**config.mk**
```make
export PLATFORM = sky130hd
export DESIGN_NAME = memory_access_unit
export DESIGN_NICKNAME = d
export VERILOG_FILES = /design/src/rtl/memory_access_unit.sv
export SDC_FILE = /design/constraint.sdc
export NUM_CORES = 1
export LEC_CHECK = 0
export ABC_AREA = 1
export BUFFER_PORTS_ARGS = -buffer_cell sky130_fd_sc_hd__buf_4
export CORE_MARGIN = 2
export CORE_UTILIZATION = 55
export CTS_BUF_LIST = sky130_fd_sc_hd__clkbuf_8
export CTS_CLUSTER_DIAMETER = 50
export DETAILED_ROUTE_END_ITERATION = 12
export PLACE_DENSITY_LB_ADDON = 0.05
export SLEW_MARGIN = 15
export SYNTH_ARGS = -nofsm -noshare
export SYNTH_HDL_FRONTEND = slang
export SYNTH_SLANG_ARGS = --single-unit
```
**constraint.sdc**
```tcl
create_clock -name clk -period 7.65 [get_ports clk]
set_input_delay 0.3825 -clock clk [delete_from_list [all_inputs] [get_ports clk]]
set_output_delay 0.3825 -clock clk [all_outputs]
set_load 0.005 [all_outputs]
```
**src/rtl/memory_access_unit.sv**
```systemverilog
// memory_access_unit
// Load/store and stack engine in front of a single-port 16-bit data memory.
// LDD/STD/PUSH/POP take one cycle; CALL and RET take two cycles. They move a
// 32-bit return address as two 16-bit halves, with the high half at the
// higher address. Memory strobes and stall are combinational. Every other
// output is registered.
module memory_access_unit #(
    parameter logic [31:0] SP_INIT  = 32'h0000_07FF,
    parameter logic [31:0] SP_LIMIT = 32'h0000_0400
) (
    input  logic        clk,
    input  logic        rst_n,
    input  logic        op_valid,
    input  logic [2:0]  op,
    input  logic [31:0] eaddr,
    input  logic [15:0] wdata,
    input  logic [31:0] pc_ret,
    input  logic [15:0] mem_rdata,
    output logic [31:0] mem_addr,
    output logic [15:0] mem_wdata,
    output logic        mem_read,
    output logic        mem_write,
    output logic        mem_cs,
    output logic        stall,
    output logic        rd_valid,
    output logic [15:0] rd_data,
    output logic        pc_valid,
    output logic [31:0] pc_out,
    output logic [31:0] sp,
    output logic        ovf,
    output logic        unf
);

    localparam logic [2:0] OP_LDD  = 3'd1;
    localparam logic [2:0] OP_STD  = 3'd2;
    localparam logic [2:0] OP_PUSH = 3'd3;
    localparam logic [2:0] OP_POP  = 3'd4;
    localparam logic [2:0] OP_CALL = 3'd5;
    localparam logic [2:0] OP_RET  = 3'd6;

    typedef enum logic [1:0] {
        ST_IDLE    = 2'd0,
        ST_CALL_LO = 2'd1,
        ST_RET_HI  = 2'd2
    } state_t;

    state_t      state_r;
    logic [31:0] sp_r;
    logic [15:0] call_lo_r;   // low half of pc_ret, written in CALL_LO
    logic [15:0] ret_lo_r;    // low half read in the first RET cycle
    logic        rd_valid_r;
    logic [15:0] rd_data_r;
    logic        pc_valid_r;
    logic [31:0] pc_out_r;
    logic        ovf_r;
    logic        unf_r;

    logic [31:0] mem_addr_s;
    logic [15:0] mem_wdata_s;
    logic        mem_read_s;
    logic        mem_write_s;
    logic        stall_s;

    // PUSH refuses once sp has reached the limit word.
    function automatic logic push_ok_f(input logic [31:0] s);
        return (s > SP_LIMIT);
    endfunction

    // POP needs at least one occupied word above sp.
    function automatic logic pop_ok_f(input logic [31:0] s);
        return (s < SP_INIT);
    endfunction

    // CALL needs two free words. After it, sp must not drop below the limit,
    // which matches PUSH stopping at sp == SP_LIMIT.
    // The comparison is done in 33 bits so that sp - 1 cannot wrap.
    function automatic logic call_ok_f(input logic [31:0] s);
        return ({1'b0, s} > ({1'b0, SP_LIMIT} + 33'd1));
    endfunction

    // RET needs two occupied words. The comparison is done in 33 bits so
    // that sp + 2 cannot wrap.
    function automatic logic ret_ok_f(input logic [31:0] s);
        return (({1'b0, s} + 33'd2) <= {1'b0, SP_INIT});
    endfunction

    // Memory strobes and stall, decoded from the current state and the op.
    // All of them are forced low during reset.
    always_comb begin
        mem_addr_s  = 32'd0;
        mem_wdata_s = 16'd0;
        mem_read_s  = 1'b0;
        mem_write_s = 1'b0;
        stall_s     = 1'b0;
        if (!rst_n) begin
            mem_read_s  = 1'b0;
            mem_write_s = 1'b0;
        end else begin
            case (state_r)
                ST_IDLE: begin
                    if (op_valid) begin
                        case (op)
                            OP_LDD: begin
                                mem_addr_s = eaddr;
                                mem_read_s = 1'b1;
                            end
                            OP_STD: begin
                                mem_addr_s  = eaddr;
                                mem_wdata_s = wdata;
                                mem_write_s = 1'b1;
                            end
                            OP_PUSH: begin
                                if (push_ok_f(sp_r)) begin
                                    mem_addr_s  = sp_r;
                                    mem_wdata_s = wdata;
                                    mem_write_s = 1'b1;
                                end else begin
                                    mem_write_s = 1'b0;
                                end
                            end
                            OP_POP: begin
                                if (pop_ok_f(sp_r)) begin
                                    mem_addr_s = sp_r + 32'd1;
                                    mem_read_s = 1'b1;
                                end else begin
                                    mem_read_s = 1'b0;
                                end
                            end
                            OP_CALL: begin
                                if (call_ok_f(sp_r)) begin
                                    mem_addr_s  = sp_r;
                                    mem_wdata_s = pc_ret[31:16];
                                    mem_write_s = 1'b1;
                                    stall_s     = 1'b1;
                                end else begin
                                    stall_s = 1'b0;
                                end
                            end
                            OP_RET: begin
                                if (ret_ok_f(sp_r)) begin
                                    mem_addr_s = sp_r + 32'd1;
                                    mem_read_s = 1'b1;
                                    stall_s    = 1'b1;
                                end else begin
                                    stall_s = 1'b0;
                                end
                            end
                            default: begin
                                mem_read_s  = 1'b0;
                                mem_write_s = 1'b0;
                            end
                        endcase
                    end else begin
                        mem_read_s  = 1'b0;
                        mem_write_s = 1'b0;
                    end
                end
                ST_CALL_LO: begin
                    mem_addr_s  = sp_r - 32'd1;
                    mem_wdata_s = call_lo_r;
                    mem_write_s = 1'b1;
                end
                ST_RET_HI: begin
                    mem_addr_s = sp_r + 32'd2;
                    mem_read_s = 1'b1;
                end
                default: begin
                    mem_read_s  = 1'b0;
                    mem_write_s = 1'b0;
                end
            endcase
        end
    end

    // Sequencer FSM, stack pointer and all registered outputs. The status
    // pulses default low each cycle. A reset mid-CALL/RET abandons the
    // second half.
    always_ff @(posedge clk) begin
        if (!rst_n) begin
            state_r    <= ST_IDLE;
            sp_r       <= SP_INIT;
            call_lo_r  <= 16'd0;
            ret_lo_r   <= 16'd0;
            rd_valid_r <= 1'b0;
            rd_data_r  <= 16'd0;
            pc_valid_r <= 1'b0;
            pc_out_r   <= 32'd0;
            ovf_r      <= 1'b0;
            unf_r      <= 1'b0;
        end else begin
            rd_valid_r <= 1'b0;
            pc_valid_r <= 1'b0;
            ovf_r      <= 1'b0;
            unf_r      <= 1'b0;
            case (state_r)
                ST_IDLE: begin
                    if (op_valid) begin
                        case (op)
                            OP_LDD: begin
                                rd_valid_r <= 1'b1;
                                rd_data_r  <= mem_rdata;
                            end
                            OP_PUSH: begin
                                if (push_ok_f(sp_r)) begin
                                    sp_r <= sp_r - 32'd1;
                                end else begin
                                    ovf_r <= 1'b1;
                                end
                            end
                            OP_POP: begin
                                if (pop_ok_f(sp_r)) begin
                                    sp_r       <= sp_r + 32'd1;
                                    rd_valid_r <= 1'b1;
                                    rd_data_r  <= mem_rdata;
                                end else begin
                                    unf_r <= 1'b1;
                                end
                            end
                            OP_CALL: begin
                                if (call_ok_f(sp_r)) begin
                                    call_lo_r <= pc_ret[15:0];
                                    state_r   <= ST_CALL_LO;
                                end else begin
                                    ovf_r <= 1'b1;
                                end
                            end
                            OP_RET: begin
                                if (ret_ok_f(sp_r)) begin
                                    ret_lo_r <= mem_rdata;
                                    state_r  <= ST_RET_HI;
                                end else begin
                                    unf_r <= 1'b1;
                                end
                            end
                            default: begin
                                state_r <= ST_IDLE;
                            end
                        endcase
                    end else begin
                        state_r <= ST_IDLE;
                    end
                end
                ST_CALL_LO: begin
                    sp_r    <= sp_r - 32'd2;
                    state_r <= ST_IDLE;
                end
                ST_RET_HI: begin
                    sp_r       <= sp_r + 32'd2;
                    pc_out_r   <= {mem_rdata, ret_lo_r};
                    pc_valid_r <= 1'b1;
                    state_r    <= ST_IDLE;
                end
                default: begin
                    state_r <= ST_IDLE;
                end
            endcase
        end
    end

    assign mem_addr  = mem_addr_s;
    assign mem_wdata = mem_wdata_s;
    assign mem_read  = mem_read_s;
    assign mem_write = mem_write_s;
    assign mem_cs    = mem_read_s | mem_write_s;
    assign stall     = stall_s;
    assign rd_valid  = rd_valid_r;
    assign rd_data   = rd_data_r;
    assign pc_valid  = pc_valid_r;
    assign pc_out    = pc_out_r;
    assign sp        = sp_r;
    assign ovf       = ovf_r;
    assign unf       = unf_r;

endmodule

```
==> summary.md <==
| Metric | Value |
|---|---|
| Status | `complete, no violations` |
| Core ar. | `17300 um2` |
| Flop-to-flop setup slack | `3.73 ns` |
| Vias | `12300` |
| Hpwl dp | `26.3 mm` |
| Clk sinks | `118` |
| Synth Flop Type | `dfxtp_1` |
| Critical path's slowest cell | `clkinv_1` |
| Number of flops mapped to enable cells by yosys | `0` |
| Post-synthesis mux area share | `0%` |
| Hold Buf Count CTS | `0` |
| Setup TNS | `0 ns` |
| Most common cell in the synthesized netlist | `nand2_1` |
| First-pass GRT wire length | `57.5 mm` |
| Synth Cell Area | `9720 um2` |
| Final Hold Fails | `0` |
| Drt wl/cell | `18.1 um` |
| Power per cell area | `167 nW/um2` |
| Post-synth top area share | `24.3%` |
| Residual DRC | `0` |
| Max_cap viols | `0` |
| RR Endpoint | `ret_lo_r[9]` |
| Synth Area in Adders | `1.54%` |
| Cts bufs inserted | `17` |
| Fraction of layout cells with a size suffix above 1 | `16.5%` |
| Max Clk Rate | `216 MHz` |
| Worst vdd ir | `0.000103 V` |
| RePlAce Congestion | `1.02` |
| Largest net degree at the start of global routing | `92` |
| Initial DRC Count | `1509` |
| Worst-Margin Slew | `1.09 ns` |
| Combinational power share | `32.0%` |
| Pre-CTS WS | `3.69 ns` |
| Simple-gate area share of the yosys netlist | `36.1%` |
| Crit path buffers/inverters | `4` |
| Cell count along the critical path | `15` |
| Flops & latches, synth | `118` |
| Post-CTS Setup Inserts | `0` |
| IO buf count | `237` |
| Antenna cell count | `0` |
| Critical Path AT | `4.25 ns` |
| FFs w/ async S/R, synth | `0%` |
| Initial antenna violation count | `0` |
| Total GRT Usage | `39.0%` |
| Detailed Route WL | `37.8 mm` |
| Setup-failing EPs final | `0` |
| Final period utilization | `60.5%` |
| Post-CTS resize count | `0` |
| Min-delay worst type | `input port to flop` |
| Final net count | `1959` |
| Row count | `48` |
| Flop pwr share | `35.7%` |
| Pre-antenna DRT Iters | `7` |
| CTS clk-pin slew, worst paths | `0.08 ns` |
| CP Max Fanout | `24` |
| Xor/xnor share of the synthesized area | `5.14%` |
| Clk_lat worst skew | `0.46 ns` |
| Crit path cell chain | `buf_4 -> clkinv_1 -> ha_1 -> nand2_1 -> nor2_1 -> o211ai_1 -> nand3_1 -> nand2_1 -> inv_1 -> o21ai_0 -> nor2_1 -> nand2_1 -> a21oi_1 -> nor2_1 -> buf_4` |
| Worst path max stage delay | `0.53 ns` |
| Synth area leaders | `dfxtp_1 (24%), nand2_1 (16%), nor2_1 (11%), o21ai_0 (8.3%), a21oi_1 (6.3%)` |
| Power Total | `1980 uW` |
| Slew headroom | `27.2%` |
| Final worst slack | `3.02 ns` |
| Syn. warnings | `0` |
| Slew Viols, Final | `0` |
| CTS H-Tree Depth | `4` |
| Main combinational cell family by area after synthesis | `simple AND/OR/NAND/NOR gates` |
| Unrepaired setup endpoints after global routing | `no` |
| Netlist cell types | `42` |
| Commonest cells in the netlist | `nand2_1 (421), nor2_1 (275), o21ai_0 (162)` |
| Sequential fraction of the synthesis area | `24.3%` |
| Total grt overflow | `0` |
| Clock share of power | `32.3%` |
| Vias in the first global route | `10900` |
| Die area | `18800 um2` |
| Reg2reg start | `sp[11]` |
| Critical path origin | `sp[0]` |
| Switch Pwr | `778 uW` |
| Leakage Power | `0.00562 uW` |
| Critical path class | `flop to primary output` |
| Compound-cell area share of the yosys netlist | `22.1%` |
| Max Clock Skew | `0.0246 ns` |
| Post-DRT Antenna Nets | `0` |
| Worst reg2reg path depth | `17` |
| TritonCTS clock tree | `yes` |
| Post-synth top area cell | `dfxtp_1` |
| Synthesized net count | `1798` |
| Chip Width | `137 um` |
| Post-route minimum period | `4.63 ns` |
| Top delay family on crit path | `buffers and inverters` |
| Starting Density | `56.2%` |
| Power Internal | `1200 uW` |
| CP Capture Type | `primary output` |
| Largest buffer count on any clock path | `2` |
| Area grow syn2layout | `21.8%` |
| Synthesized instance count | `1684` |
| Nature of the critical path startpoint | `flop` |
| Root buf cell | `clkbuf_8` |
| IO Pins | `238` |
| Worst Setup EP | `mem_addr[4]` |
| Vias per std cell | `5.90` |
| Sw Share | `39.3%` |
| CP required | `7.27 ns` |
| Avg Inst Size Synth | `5.77 um2` |
| DIE HEIGHT | `137 um` |
| Fill cell count | `1612` |
==> routing by layer <==
layer | global-route usage [%] | wire [um] | up-vias
li1 | - | - | 5820
met4 | 15.1 | 1470 | 0
met1 | 53.2 | 15400 | 5497
met5 | 0 | 0 | -
met3 | 9.44 | 4700 | 125
met2 | 59.3 | 16300 | 848
==> cells in the final DEF, fill, tap and decap left out, types with 2 or more instances in the layout <==
master,synthesis,layout
nand2_1,421,421
nor2_1,275,274
buf_4,9,251
o21ai_0,162,162
inv_1,142,145
a21oi_1,123,123
dfxtp_1,118,118
nand3_1,106,106
xor2_1,54,54
o211ai_1,30,30
nand4_1,20,20
clkbuf_8,0,19
a22oi_1,17,17
a22o_1,16,16
a31oi_1,16,16
nor3_1,12,12
ha_1,12,10
nor2_2,7,8
nor2_4,6,6
o31ai_1,5,5
clkinv_1,4,4
inv_2,3,3
or2_2,3,3
o22ai_1,3,3
xnor2_1,3,3
bufinv_16,0,3
o221ai_1,2,2
nor4_1,2,2
nand2_2,2,2
o311ai_0,2,2
ha_2,0,2
clkinv_4,0,2
clkinvlp_4,0,2
inv_6,0,2
==> layout make-up <==
cell class | count | area, um2 | share of cell area [%]
sequential | 118 | 2360 | 20.0
clock buffer | 19 | 262 | 2.21
multi-input combinational | 1308 | 6330 | 53.5
timing repair buffer | 251 | 1880 | 15.9
inverter | 149 | 559 | 4.72
clock inverter | 13 | 156 | 1.32
tap | 225 | 282 | 2.38
==> how the worst min path moves through the flow <==
stage	to	cells past startpoint	startpoint	slack, ns
6_report	ret_lo_r[7]	3	mem_rdata[7]	0.17
5_1_grt	ret_lo_r[7]	3	mem_rdata[7]	0.16
4_1_cts	ret_lo_r[7]	3	mem_rdata[7]	0.16
3_5_place_dp	pc_out[0]	2	ret_lo_r[0]	0.45
3_3_place_gp	pc_out[8]	2	ret_lo_r[8]	0.44
2_1_floorplan	pc_out[4]	2	ret_lo_r[4]	0.43
==> sequential cells by signal, indices dropped and copies added, names as in the netlist, 2 cells and up <==
register   cells
rd_data       16
state_r        2
call_lo_r     16
sp            32
ret_lo_r      16
pc_out        32
==> stage by stage <==
step                      utilization, %  instances  hold WS [ns]  cell area, um2
after detailed placement            66.0       2051         0.452           11400
after floorplan                        -       1684         0.430            9720
after global placement              66.0       2051         0.442           11400
final                               68.5       2083         0.172           11800
after global routing                68.5       2083         0.164           11800
after CTS                           68.5       2083         0.162           11800
==> cell families (layout without fill, tap and decap cells) <==
logic type               count (synthesis)  after routing
buffers and inverters                  258            432
AND/OR/NAND/NOR                        858            858
XOR/XNOR                                57             57
flip-flops                             118            118
AO/OA/AOI/OAI                          381            381
adder cells (fa/ha/maj)                 12             12
==> power groups by stage <==
| stage | Sequential, uW | Combinational [uW] | Clock [uW] |
|---|---|---|---|
| after floorplan | 679 | 417 | 0 |
| after CTS | 704 | 612 | 640 |
| after global placement | 718 | 602 | 0 |
| after detailed placement | 718 | 608 | 0 |
| final | 707 | 632 | 640 |
| after global routing | 711 | 687 | 662 |
==> worst register-to-register path, stage by stage (launching register included) <==
cell	delay [ns]
dfxtp_1	0.66
nand2_1	0.21
nor2_1	0.38
nand2_1	0.18
nor2_4	0.22
nand2_1	0.08
nand2_1	0.06
nand2_1	0.06
inv_2	0.07
nand2_1	0.07
nor2_1	0.12
nand2_1	0.08
nor2_2	0.60
nand2_2	0.18
nor2_4	0.15
nand2_2	0.35
nor2_1	0.26
nor2_1	0.07
(Power assumes the default switching activity.)
